[src/rtl/commutation_sequencer.sv]
// Six-step BLDC commutation sequencer: filters the Hall inputs, decodes the rotor
// sector and drives the matching gate pattern with dead time, PWM and faults.
module commutation_sequencer #(
    parameter int PWM_BITS      = 10,
    parameter int DEADTIME      = 16,
    parameter int HALL_FILTER   = 3,
    parameter int STALL_TIMEOUT = 1600000
) (
    input  logic                CLK,
    input  logic                reset,
    input  logic                enable,
    input  logic                direction,
    input  logic [PWM_BITS-1:0] duty,
    input  logic                hall1,
    input  logic                hall2,
    input  logic                hall3,
    output logic [5:0]          PHASES,
    output logic [2:0]          sector,
    output logic                commutation_strobe,
    output logic                fault,
    output logic [1:0]          fault_code
);

    typedef enum logic [1:0] {
        IDLE  = 2'd0,
        DEAD  = 2'd1,
        RUN   = 2'd2,
        FAULT = 2'd3
    } state_t;

    state_t              state_q, state_d;
    logic [2:0]          sync1_q, sync2_q, hallLast_q;
    logic [2:0]          acc_q, acc_d;
    logic [3:0]          filtCnt_q, filtCnt_d;
    logic [2:0]          sector_q, sector_d;
    logic [2:0]          target_q, target_d;
    logic [7:0]          deadCnt_q, deadCnt_d;
    logic [23:0]         stallCnt_q, stallCnt_d;
    logic [PWM_BITS-1:0] pwm_q, pwm_d, dutyLat_q, dutyLat_d;
    logic                dir_q;
    logic [5:0]          phases_q, phases_d;
    logic                strobe_q, strobe_d;
    logic                fault_q, fault_d;
    logic [1:0]          code_q, code_d;

    logic [2:0] curSec, driveSec;
    logic       accValid, sectorChange, counting, stallHit, hiOn;

    function automatic logic [2:0] decodeHall(input logic [2:0] c);
        case (c)
            3'b101:  decodeHall = 3'd0;
            3'b100:  decodeHall = 3'd1;
            3'b110:  decodeHall = 3'd2;
            3'b010:  decodeHall = 3'd3;
            3'b011:  decodeHall = 3'd4;
            3'b001:  decodeHall = 3'd5;
            default: decodeHall = 3'd7;
        endcase
    endfunction

    // Returns {CL,BL,AL,CH,BH,AH}; the high-side bit is masked by the PWM gate.
    function automatic logic [5:0] drivePattern(input logic [2:0] s, input logic on);
        logic [2:0] hi;
        logic [2:0] lo;
        hi = 3'b000;
        lo = 3'b000;
        case (s)
            3'd0: begin hi = 3'b001; lo = 3'b010; end
            3'd1: begin hi = 3'b001; lo = 3'b100; end
            3'd2: begin hi = 3'b010; lo = 3'b100; end
            3'd3: begin hi = 3'b010; lo = 3'b001; end
            3'd4: begin hi = 3'b100; lo = 3'b001; end
            3'd5: begin hi = 3'b100; lo = 3'b010; end
            default: begin hi = 3'b000; lo = 3'b000; end
        endcase
        drivePattern = {lo, on ? hi : 3'b000};
    endfunction

    // The Hall data path carries no reset so an already accepted code survives a reset pulse.
    always_ff @(posedge CLK) begin
        sync1_q    <= {hall3, hall2, hall1};
        sync2_q    <= sync1_q;
        hallLast_q <= sync2_q;
        acc_q      <= acc_d;
    end

    assign acc_d        = (filtCnt_q == 4'(HALL_FILTER)) ? hallLast_q : acc_q;
    assign sectorChange = (filtCnt_q == 4'(HALL_FILTER)) && (hallLast_q != acc_q)
                          && (decodeHall(hallLast_q) != 3'd7);
    assign sector_d     = (decodeHall(acc_d) != 3'd7) ? decodeHall(acc_d) : sector_q;
    assign curSec       = decodeHall(acc_q);
    assign accValid     = (curSec != 3'd7);
    assign driveSec     = !dir_q ? curSec : ((curSec >= 3'd3) ? curSec - 3'd3 : curSec + 3'd3);

    always_comb begin
        filtCnt_d = filtCnt_q;
        if (sync2_q != hallLast_q) begin
            filtCnt_d = 4'd1;
        end else if (filtCnt_q != 4'(HALL_FILTER)) begin
            filtCnt_d = filtCnt_q + 4'd1;
        end
    end

    assign pwm_d     = pwm_q + PWM_BITS'(1);
    assign dutyLat_d = (pwm_q == '1) ? duty : dutyLat_q;
    assign hiOn      = (pwm_d < dutyLat_d);

    assign counting = ((state_q == DEAD) || (state_q == RUN)) && (dutyLat_q != '0);
    assign stallHit = counting && !sectorChange && (stallCnt_q == 24'(STALL_TIMEOUT - 1));

    // Fault checks follow the normal transitions so they override them; enable=0 overrides all.
    always_comb begin
        state_d    = state_q;
        deadCnt_d  = deadCnt_q;
        target_d   = target_q;
        stallCnt_d = stallCnt_q;
        fault_d    = fault_q;
        code_d     = code_q;
        phases_d   = 6'b000000;
        strobe_d   = 1'b0;

        if (sectorChange) begin
            stallCnt_d = '0;
        end else if (counting) begin
            stallCnt_d = stallCnt_q + 24'd1;
        end

        case (state_q)
            IDLE: begin
                if (enable && accValid) begin
                    state_d    = DEAD;
                    deadCnt_d  = 8'(DEADTIME - 1);
                    target_d   = driveSec;
                    stallCnt_d = '0;
                end
            end
            DEAD: begin
                if (driveSec != target_q) begin
                    deadCnt_d = 8'(DEADTIME - 1);
                    target_d  = driveSec;
                end else if (deadCnt_q == 8'd0) begin
                    state_d = RUN;
                end else begin
                    deadCnt_d = deadCnt_q - 8'd1;
                end
            end
            RUN: begin
                if (driveSec != target_q) begin
                    state_d   = DEAD;
                    deadCnt_d = 8'(DEADTIME - 1);
                    target_d  = driveSec;
                end
            end
            default: begin
            end
        endcase

        if ((state_q == DEAD) || (state_q == RUN)) begin
            if (!accValid) begin
                state_d = FAULT;
                fault_d = 1'b1;
                code_d  = 2'b01;
            end else if (stallHit) begin
                state_d = FAULT;
                fault_d = 1'b1;
                code_d  = 2'b10;
            end
        end

        if (!enable) begin
            state_d = IDLE;
            fault_d = 1'b0;
            code_d  = 2'b00;
        end

        if (state_d == RUN) begin
            phases_d = drivePattern(target_d, hiOn);
        end
        strobe_d = (state_q == DEAD) && (state_d == RUN);
    end

    always_ff @(posedge CLK or posedge reset) begin
        if (reset) begin
            state_q    <= IDLE;
            filtCnt_q  <= '0;
            sector_q   <= 3'd7;
            target_q   <= '0;
            deadCnt_q  <= '0;
            stallCnt_q <= '0;
            pwm_q      <= '0;
            dutyLat_q  <= '0;
            dir_q      <= 1'b0;
            phases_q   <= '0;
            strobe_q   <= 1'b0;
            fault_q    <= 1'b0;
            code_q     <= 2'b00;
        end else begin
            state_q    <= state_d;
            filtCnt_q  <= filtCnt_d;
            sector_q   <= sector_d;
            target_q   <= target_d;
            deadCnt_q  <= deadCnt_d;
            stallCnt_q <= stallCnt_d;
            pwm_q      <= pwm_d;
            dutyLat_q  <= dutyLat_d;
            dir_q      <= direction;
            phases_q   <= phases_d;
            strobe_q   <= strobe_d;
            fault_q    <= fault_d;
            code_q     <= code_d;
        end
    end

    assign PHASES             = phases_q;
    assign sector             = sector_q;
    assign commutation_strobe = strobe_q;
    assign fault              = fault_q;
    assign fault_code         = code_q;

endmodule

[config.mk]
export PLATFORM = sky130hd
export DESIGN_NAME = commutation_sequencer
export DESIGN_NICKNAME = d
export VERILOG_FILES = /design/src/rtl/commutation_sequencer.sv
export SDC_FILE = /design/constraint.sdc
export NUM_CORES = 1
export LEC_CHECK = 0
export ABC_AREA = 1
export BUFFER_PORTS_ARGS = -buffer_cell sky130_fd_sc_hd__buf_2
export CORE_MARGIN = 1.5
export CORE_UTILIZATION = 56
export CTS_CLUSTER_DIAMETER = 120
export DETAILED_ROUTE_END_ITERATION = 8
export PLACE_DENSITY = 0.72
export SLEW_MARGIN = 20
export SYNTH_ARGS = -nofsm -noshare
export SYNTH_HDL_FRONTEND = slang
export SYNTH_SLANG_ARGS = --single-unit
[constraint.sdc]
create_clock -name CLK -period 6.1 [get_ports CLK]
set_input_delay 0.305 -clock CLK [delete_from_list [all_inputs] [get_ports CLK]]
set_output_delay 0.305 -clock CLK [all_outputs]
set_load 0.02 [all_outputs]
==> Yosys cells after proc, flatten, opt, wreduce, memory -nomap -nowiden <==
Index checks and enable logic that the tools add are counted.
{ "totals": {"regBits": 87, "in_bits": 17, "output_inout_bits": 13, "word_cells": 132} }
{ "classes": {"addsub": 6, "order_cmp": 2, "n_eq_ne": 41, "mux": 42, "reduce_logical": 24} }
{ "op_table": {"columns": ["operator", "count"], "rows": [
  ["$mux W24", 4],
  ["$pmux W3 S6", 3],
  ["$eq A3 B3 Y1 const B", 11],
  ["$mux W8", 4],
  ["$add A24 B1 Y24 const B", 1],
  ["$eq A24 B21 Y1 const B", 1],
  ["$eq A3 B2 Y1 const B", 8],
  ["$mux W2", 12],
  ["$pmux W8 S3", 1],
  ["$mux W3", 6],
  ["$pmux W3 S3", 2],
  ["$reduce_or A2 Y1", 7],
  ["$eq A3 B1 Y1 const B", 4],
  ["$ne A3 B3 Y1 const B", 4],
  ["$add A10 B1 Y10 const B", 1],
  ["$eq A10 B10 Y1 const B", 1],
  ["$lt A10 B10 Y1", 1],
  ["$mux W10", 1],
  ["$reduce_bool A10 Y1", 1],
  ["$ne A3 B3 Y1", 3],
  ["$logic_not A8 Y1", 1],
  ["$mux W4", 2],
  ["$sub A8 B1 Y8 const B", 1],
  ["$logic_and A1 B1 Y1", 7],
  ["23 further kinds", 28]
]} }

==> Longest topological paths before layout <==
Gate-level depths: netlist (run 1).
{ "logic_depth": {"ltp_word": 14, "mapped_depth": 19, "depth_no_buf": 17} }

==> Least setup slack after synthesis (run 1) <==
OpenSTA, ideal clock, no wires.
{ "synth_timing": {"path_type": "register to register", "from": "register pwm_q[0]", "to": "register phases_q[2] (netlist: PHASES[2])", "setup_ns": 0.081, "arrival_time_ns": 2.528, "required_time_ns": 6.019, "setup_slack_ns": 3.492, "path_stages_with_launch": 18, "n_path_buf": 2, "synth_period_minus_slack_ns": 2.608, "path_cell_list": "dfrtp_1 > ha_1 > nand2_1 > nor2_1 > nand3_1 > buf_2 > clkbuf_1 > nand2_1 > o21ai_0 > inv_1 > ha_1 > a21oi_1 > o21ai_0 > nand2_1 > nand3_1 > a21oi_1 > nand3_1 > nor3_2"} }
{ "synth_between": {"elab_chain_cells": 5, "word_cells_on_any_way": 6, "classes_between": "add/sub (1); order compare (1); eq/ne (1); mux (3)"} }
{ "synth_lines": {"columns": ["item", "line", "source"], "rows": [
  ["start: declaration", "39", "logic [PWM_BITS-1:0] pwm_q, pwm_d, dutyLat_q, dutyLat_d;"],
  ["start signal: assignment", "204", "pwm_q <= pwm_d;"],
  ["$eq A10 B10 Y1", "105", "assign dutyLat_d = (pwm_q == '1) ? duty : dutyLat_q;"],
  ["$mux W10", "105", null],
  ["named net dutyLat_d[5]", "39", null],
  ["$lt A10 B10 Y1", "106", "assign hiOn = (pwm_d < dutyLat_d);"],
  ["$mux W3", "76", "drivePattern = {lo, on ? hi : 3'b000};"],
  ["$mux W6", "176", "if (state_d == RUN) begin"],
  ["named net phases_d[2]", "41", "logic [5:0] phases_q, phases_d;"],
  ["end signal: assignment", "207", "phases_q <= phases_d;"],
  ["end: declaration", "41", null]
]} }
The timed path passes the listed nets, and every way through them passes these cells.
A chain may end at the register's enable or synchronous reset.

==> Worst setup path after layout (run 1) <==
Ends and elaborated chain as after synthesis.

==> impl_metrics.json, run 1 <==
{
  "first_pass_iters": 5,
  "hold_viol": 0,
  "p_per_area_nw_per_um2": 361,
  "number_of_buffers_on_the_longest_clock_path": 2,
  "htree_num_levels": 3,
  "maximum_number_of_pins_on_one_net_before_global_route_repair": 76,
  "place.detailed.instances": 710,
  "worstSetupStartpointType": "flip-flop",
  "port_buffers": 29,
  "critPathMaxStageDelay_ns": 0.50,
  "clkLatencyLatePin_ns": 0.36,
  "grt_antenna_before_repair": 0,
  "synth.yosys.seq_area_share": 0.455,
  "ant_nets": 0,
  "timing.critical_path.max_delay_family": "simple AND/OR/NAND/NOR gates",
  "fin_cells": 726,
  "worst_path_max_delay_cell": "nand3_1",
  "grt_pass1_vias": 3597,
  "die_height_um": 94.2,
  "final_area_um2": 5110,
  "floorplan.rows": 33,
  "hold-path-cell-count": 1,
  "share_of_layout_cells_above_drive_strength_1": 0.134,
  "post_drt_wl_per_cell_um": 12.2,
  "place.gp.congestion": 0.874,
  "sw_frac_of_total": 0.436,
  "routed-via-count": 3687,
  "hpwl_after_dpl_um": 6410,
  "finalCritPeriodShare": 0.527,
  "post_synth_num_cell_types": 36,
  "postSynth.asyncResetShare": 0.862,
  "arrival_ns": 3.50,
  "worst_slew_margin_rel": 0.376,
  "remaining_drc_errors": 0,
  "grt_util_all_layers": 0.227,
  "totalNegativeSetupSlack_ns": 0,
  "total_leakage_power_nw": 2.60,
  "r2r_setup_slack_ns": 2.88,
  "clkSlewWorstSetupHoldPaths_ns": 0.09,
  "crit_start": "pwm_q[0]",
  "clock_tree_from_tritoncts": "built",
  "vias_per_cell": 5.08,
  "hold_path_startpoint": "hall2",
  "share_seq_of_total_power": 0.385,
  "critPathMostFrequentCell": "nand3_1",
  "ctsRootBufferMaster": "clkbuf_8",
  "cts_num_sinks": 87,
  "multi_input_area_um2": 2180,
  "nFillCells": 697,
  "drtIter0Drc": 198,
  "achievable-frequency_mhz": 311,
  "critPathMaxFanout": 20,
  "clock_power_share": 0.210,
  "dpl-instance-area_um2": 4920,
  "count_of_cells_along_the_worst_register_to_register_path": 16,
  "grt.overflow.total": 0,
  "ys.flop_type": "dfrtp_1",
  "switchingPower_w": 0.000805,
  "synth.net_count": 615,
  "layout_area_growth_over_synthesis_pct": 9.61,
  "route.final.wire_length_um": 8850,
  "boundaryPins": 30,
  "unrepaired_setup_endpoints_after_global_routing": "no",
  "fin_worst_skew_ns": 0.0106,
  "post_cts_resized": 0,
  "cts.hold.buffers_added": 0,
  "worst-path-stages": 16,
  "slew_viol_final": 0,
  "cts_buffers": 9,
  "floorplan.die_area_um2": 8880,
  "yosys_register_bits": 87,
  "post_synth_main_area_contributors": "dfrtp_1 (39%), nand2_1 (10%), inv_1 (6.8%), dfxtp_1 (5.2%), ha_1 (4.8%)",
  "first_pass_grt_wire_length_um": 15800,
  "initial_core_util": 0.573,
  "critical_path_class": "reg2reg",
  "insertedDiodeCount": 0,
  "critical_path_buf_inv_count": 3,
  "worst_slew_pin_slew_ns": 0.936,
  "post-synth-top-area-fraction": 0.386,
  "regArea_um2": 2120,
  "finish.net_count": 651,
  "synth_cell_area_um2": 4660,
  "yosysTopAreaCell": "dfrtp_1",
  "end_kind": "flip-flop",
  "finalSetupViolCount": 0,
  "drv.max_cap_violation_count": 0,
  "syn_avg_cell_area_um2": 8.04,
  "die_boundary_width_um": 94.2,
  "postCtsSetupRepairBufs": 0,
  "synthesis.instances": 580,
  "crit_path_cell_trace": "ha_1 > nand2_1 > nor2_1 > nand3_1 > o21ai_0 > inv_1 > ha_1 > nand2_1 > inv_1 > nand3_1 > inv_1 > nand2_1 > nand3_1 > a21oi_1 > nand3_1 > nor3_2",
  "vdd_drop_max_mv": 0.259,
  "synth_enable_flop_cells": 0,
  "synth.yosys.warnings": 0,
  "r2r_start": "pwm_q[0]",
  "core_area_um2": 8130,
  "worst_hold_path_type": "in2reg",
  "critical_path_required_ns": 6.38,
  "combinationalPowerShare": 0.405,
  "crit-reg2reg-capture": "PHASES[2]",
  "crit_path_end": "PHASES[2]",
  "internal_power_w": 0.00104,
  "timing.final.crit_period_ns": 3.22,
  "run_status": "completed"
}
routing by layer:
metal | part of all wire | global-route usage | wire (um) | vias up
met3 | 0.030 | 0.0421 | 262 | 7
met2 | 0.46 | 0.360 | 4090 | 58
met4 | 0.014 | 0.0784 | 122 | 0
met5 | 0 | 0 | 0 | -
met1 | 0.49 | 0.310 | 4380 | 1692
li1 | - | - | - | 1930
cell families (layout without fill, tap and decap cells):
kind of cell | Yosys count | count (layout) | share of synthesized area
AND/OR/NAND/NOR | 278 | 278 | 0.276
buffers and inverters | 95 | 136 | 0.0776
flip-flops | 87 | 87 | 0.455
AO/OA/AOI/OAI | 71 | 71 | 0.0853
XOR/XNOR | 31 | 31 | 0.0582
adder cells (fa/ha/maj) | 18 | 18 | 0.0483
worst min path at each step:
stage	to	slack (ns)
after floorplan	sync2_q[0]	0.31
after global placement	sync2_q[1]	0.31
after detailed placement	sync2_q[0]	0.31
after CTS	sync1_q[2]	0.02
after global routing	sync1_q[1]	0.02
final	sync1_q[1]	0.04
through the flow:
| stage | hold WS [ns] | worst slack, ns | utilization | power, W |
|---|---|---|---|---|
| floorplan | 0.310 | 3.49 | - | 0.00131 |
| global route | 0.0196 | 2.47 | 0.628 | 0.00200 |
| CTS | 0.0222 | 2.89 | 0.628 | 0.00186 |
| detailed placement | 0.312 | 2.91 | 0.605 | 0.00147 |
| global placement | 0.311 | 3.09 | 0.605 | 0.00145 |
| finish | 0.0422 | 2.88 | 0.628 | 0.00184 |
layout make-up:
class | count | share of cell area
clock buffers | 9 | 0.0242
clock inverters | 7 | 0.0125
inverters | 90 | 0.0661
multi-input cells | 398 | 0.427
flip-flops and latches | 87 | 0.415
well taps | 105 | 0.0257
repair buffers | 30 | 0.0299
cells in the final DEF, fill, tap and decap left out, types with 19 or more instances in the layout:
cell type    n
nand2_1    128
nand3_1     41
buf_2       29
nor2_1      51
o21ai_0     35
dfrtp_1     72
xor2_1      19
a21oi_1     23
inv_1       84
synth_stat cells, types with 11 or more instances:
cell / count
nand2_1: 128
inv_1: 85
dfrtp_1: 72
nor2_1: 51
nand3_1: 41
o21ai_0: 35
a21oi_1: 23
xor2_1: 19
ha_1: 18
nor3_1: 18
dfxtp_1: 12
xnor2_1: 12
nand4_1: 11
power by group through the flow:
stage,clock network (W),registers (W),logic [W]
after global placement,0,0.000721,0.000727
final,0.000387,0.000711,0.000747
after detailed placement,0,0.000723,0.000744
after floorplan,0,0.000744,0.000571
after CTS,0.000400,0.000711,0.000751
after global routing,0.000427,0.000723,0.000847
state kept, by name (all words and copies together) (netlist names):
name and flops:
dir_q 1, stallCnt_q 24, sector 3, fault_code 2, hallLast_q 3, sync1_q 3, deadCnt_q 8, PHASES 6
filtCnt_q 4, dutyLat_q 10, pwm_q 10, state_q 2, commutation_strobe 1, sync2_q 3, acc_q 3, target_q 3
fault 1
(Power assumes the default switching activity.)
==> inputs of run 2 (changes only) <==
Settings changed: ABC_AREA 1 to 0, CORE_UTILIZATION 56 to 55, PLACE_DENSITY 0.72 to 0.73.
Clock period 6.1 ns to 2.9 ns, I/O delays scaled along.
==> run 2 against run 1 <==
Against the previous run:
- final cell count down 17%
- hold slack got worse by 0.013 ns
- synthesized cell count is 23% lower
- largest cell class unchanged
- highest routed layer unchanged
==> impl_metrics.json, run 2 <==
{
  "postSynth.asyncResetShare": 0.862,
  "synthesis.instances": 444,
  "layout_area_growth_over_synthesis_pct": 13.2,
  "place.gp.congestion": 0.840,
  "critical_path_class": "reg2reg",
  "ctsRootBufferMaster": "clkbuf_8",
  "floorplan.die_area_um2": 8610,
  "share_of_layout_cells_above_drive_strength_1": 0.167,
  "post_synth_main_area_contributors": "dfrtp_1 (41%), dfxtp_1 (5.4%), ha_1 (5.1%), nor2_1 (4.7%), xor2_1 (4.5%)",
  "timing.final.crit_period_ns": 2.71,
  "drtIter0Drc": 184,
  "floorplan.rows": 32,
  "ys_top_cells_by_count": "dfrtp_1 (72), nor2_1 (55), nand2_1 (30)",
  "postLayoutSetupSlackWorst_ns": 0.191,
  "synth-adder-area-share": 0.0508,
  "core_area_um2": 7770,
  "clock_power_share": 0.221,
  "first_pass_grt_wire_length_um": 15300,
  "grt_util_all_layers": 0.224,
  "first_pass_iters": 4,
  "most_common_cell_after_layout_fill_and_taps_aside": "dfrtp_1",
  "biggestRegsByFlops": "stallCnt_q (24), dutyLat_q (10), pwm_q (10)",
  "count_of_cells_along_the_worst_register_to_register_path": 7,
  "post-synth-top-area-fraction": 0.406,
  "remaining_drc_errors": 0,
  "unrepaired_setup_endpoints_after_global_routing": "no",
  "clkSlewWorstSetupHoldPaths_ns": 0.09,
  "routed-via-count": 3385,
  "muxShareOfSynthArea": 0.0435,
  "synthMostInstantiatedCell": "dfrtp_1",
  "maximum_number_of_pins_on_one_net_before_global_route_repair": 34,
  "fin_hold_ws_ns": 0.0293,
  "yosys_register_bits": 87,
  "slew_viol_final": 0,
  "grt.overflow.total": 0,
  "switchingPower_w": 0.00135,
  "vdd_drop_max_mv": 0.357,
  "achievable-frequency_mhz": 369,
  "worst_slew_pin_slew_ns": 0.662,
  "synth.yosys.seq_area_share": 0.478,
  "critical_path_required_ns": 3.16,
  "combinationalPowerShare": 0.361,
  "totalNegativeSetupSlack_ns": 0,
  "crit_start": "dir_q",
  "vias_per_cell": 5.65,
  "post_drt_wl_per_cell_um": 14.6,
  "boundaryPins": 30,
  "max_flop_register": "stallCnt_q",
  "post_synth_and_or_nand_nor_area_fraction": 0.207,
  "synth_cell_area_um2": 4430,
  "grt_antenna_before_repair": 0,
  "ys.flop_type": "dfrtp_1",
  "finish.net_count": 527,
  "post_synth_num_cell_types": 61,
  "hpwl_after_dpl_um": 6440,
  "hold_path_startpoint": "duty[8]",
  "initial_core_util": 0.571,
  "share_seq_of_total_power": 0.418,
  "most-common-layout-cells": "dfrtp_1 (72), nor2_1 (54), nand2_1 (30)",
  "critPathMaxFanout": 12,
  "synth.net_count": 479,
  "synth.yosys.warnings": 0,
  "cts_num_sinks": 87,
  "insertedDiodeCount": 0,
  "p_per_area_nw_per_um2": 699,
  "yosysTopAreaCell": "dfrtp_1",
  "parity_gate_share_of_the_synthesized_area_counting_xor_and_xnor_cells": 0.0861,
  "cts_buffers": 9,
  "port_buffers": 29,
  "hold_viol": 0,
  "clkLatencyLatePin_ns": 0.36,
  "internal_power_w": 0.00216,
  "largest_register_ffs": 24,
  "synth_enable_flop_cells": 0,
  "fin_worst_skew_ns": 0.0157,
  "die_height_um": 92.8,
  "route.final.wire_length_um": 8770,
  "finalSetupViolCount": 0,
  "number_of_buffers_on_the_longest_clock_path": 2,
  "ant_nets": 0,
  "syn_avg_cell_area_um2": 9.99,
  "dp_slack_ns": 0.0266,
  "die_boundary_width_um": 92.8,
  "synth_compound_area_frac": 0.0911,
  "finalCritPeriodShare": 0.934,
  "drv.max_cap_violation_count": 0,
  "end_kind": "flip-flop",
  "r2r_start": "dir_q",
  "sw_frac_of_total": 0.385,
  "worstSetupStartpointType": "flip-flop",
  "total_leakage_power_nw": 2.33,
  "hold-path-cell-count": 3,
  "synth_top_family_by_area": "simple AND/OR/NAND/NOR gates",
  "clock_tree_from_tritoncts": "built",
  "nFillCells": 636,
  "arrival_ns": 2.97,
  "run_status": "completed",
  "grt_pass1_vias": 3321,
  "worst_slew_margin_rel": 0.558,
  "htree_num_levels": 3,
  "worst_hold_path_type": "in2reg"
}
[run 2: cell types whose count changed in the layout (fill, tap and decap cells not counted), sizes merged, moves of 7 or more]
cell   before  now
nand2     137   30
inv        94   33
nand3      44   18
o21ai      41   19
mux2i       0   17
nor3       26    9
buf        30   46
a21oi      24   14
and3        0    7
or3         0    7
[run 2: layout make-up]
| class | instances | area, um2 | area share |
|---|---|---|---|
| multi-input combinational | 314 | 2160 | 0.431 |
| timing repair buffer | 51 | 327 | 0.0650 |
| inverter | 29 | 109 | 0.0217 |
| clock inverter | 4 | 27.5 | 0.00548 |
| clock buffer | 12 | 145 | 0.0289 |
| tap | 102 | 128 | 0.0254 |
| sequential | 87 | 2120 | 0.422 |
[run 2: cells by family (layout without fill, tap and decap cells)]
logic type / after synthesis / after routing
DFF: 87 / 87
and+or+nand+nor: 173 / 173
AOI/OAI and AO/OA: 62 / 62
xor gates and xnor gates: 42 / 42
muxes: 19 / 19
adders and majority gates: 18 / 18
buffers and inverters: 43 / 96
[run 2: what timing repair did]
action,4_1_cts,5_1_grt
endpoints found under the hold margin,35,0
pin swaps,0,4
hold buffers,5,0
buffers inserted,1,1
gates resized for setup,1,11
endpoints found under the setup margin,1,3
[run 2: through the flow]
stage,instance area [um2],std cells,utilization,power [W]
floorplan,4430,444,-,0.00246
CTS,4970,598,0.640,0.00352
global placement,4740,576,0.610,0.00269
finish,5020,599,0.646,0.00351
detailed placement,4740,576,0.610,0.00274
global route,5020,599,0.646,0.00375
[run 2: worst paths after layout]
check / end / slack [ns]
min in group asynchronous: stallCnt_q[7] / 0.42
hold reg to reg: sync2_q[2] / 0.34
max in group asynchronous: sector[2] / 1.67
hold / removal: dutyLat_q[8] / 0.03
setup reg to reg: PHASES[2] / 0.19
setup / recovery: PHASES[2] / 0.19
[run 2: power groups by stage]
stage | Clock [W] | Sequential (W) | Combinational, W
6_report | 0.000776 | 0.00147 | 0.00127
5_1_grt | 0.000843 | 0.00149 | 0.00142
4_1_cts | 0.000797 | 0.00146 | 0.00126
3_5_place_dp | 0 | 0.00149 | 0.00125
3_3_place_gp | 0 | 0.00148 | 0.00121
2_1_floorplan | 0 | 0.00146 | 0.00100
[run 2: critical path: stages (launching register included)]
cell      delay [ns]
dfrtp_1         0.58
or3b_1          0.40
o311ai_1        0.10
a21oi_1         0.12
or3b_1          0.40
o31a_1          0.31
a211o_2         0.40
nor4b_2         0.28
[run 2: metal layers]
| layer | global-route usage | vias to the layer above | part of all wire | wire length (um) |
|---|---|---|---|---|
| met3 | 0.0345 | 10 | 0.031 | 272 |
| met1 | 0.301 | 1676 | 0.46 | 4060 |
| met5 | 0 | - | 0 | 0 |
| li1 | - | 1639 | - | - |
| met4 | 0.0795 | 0 | 0.013 | 113 |
| met2 | 0.367 | 60 | 0.49 | 4320 |
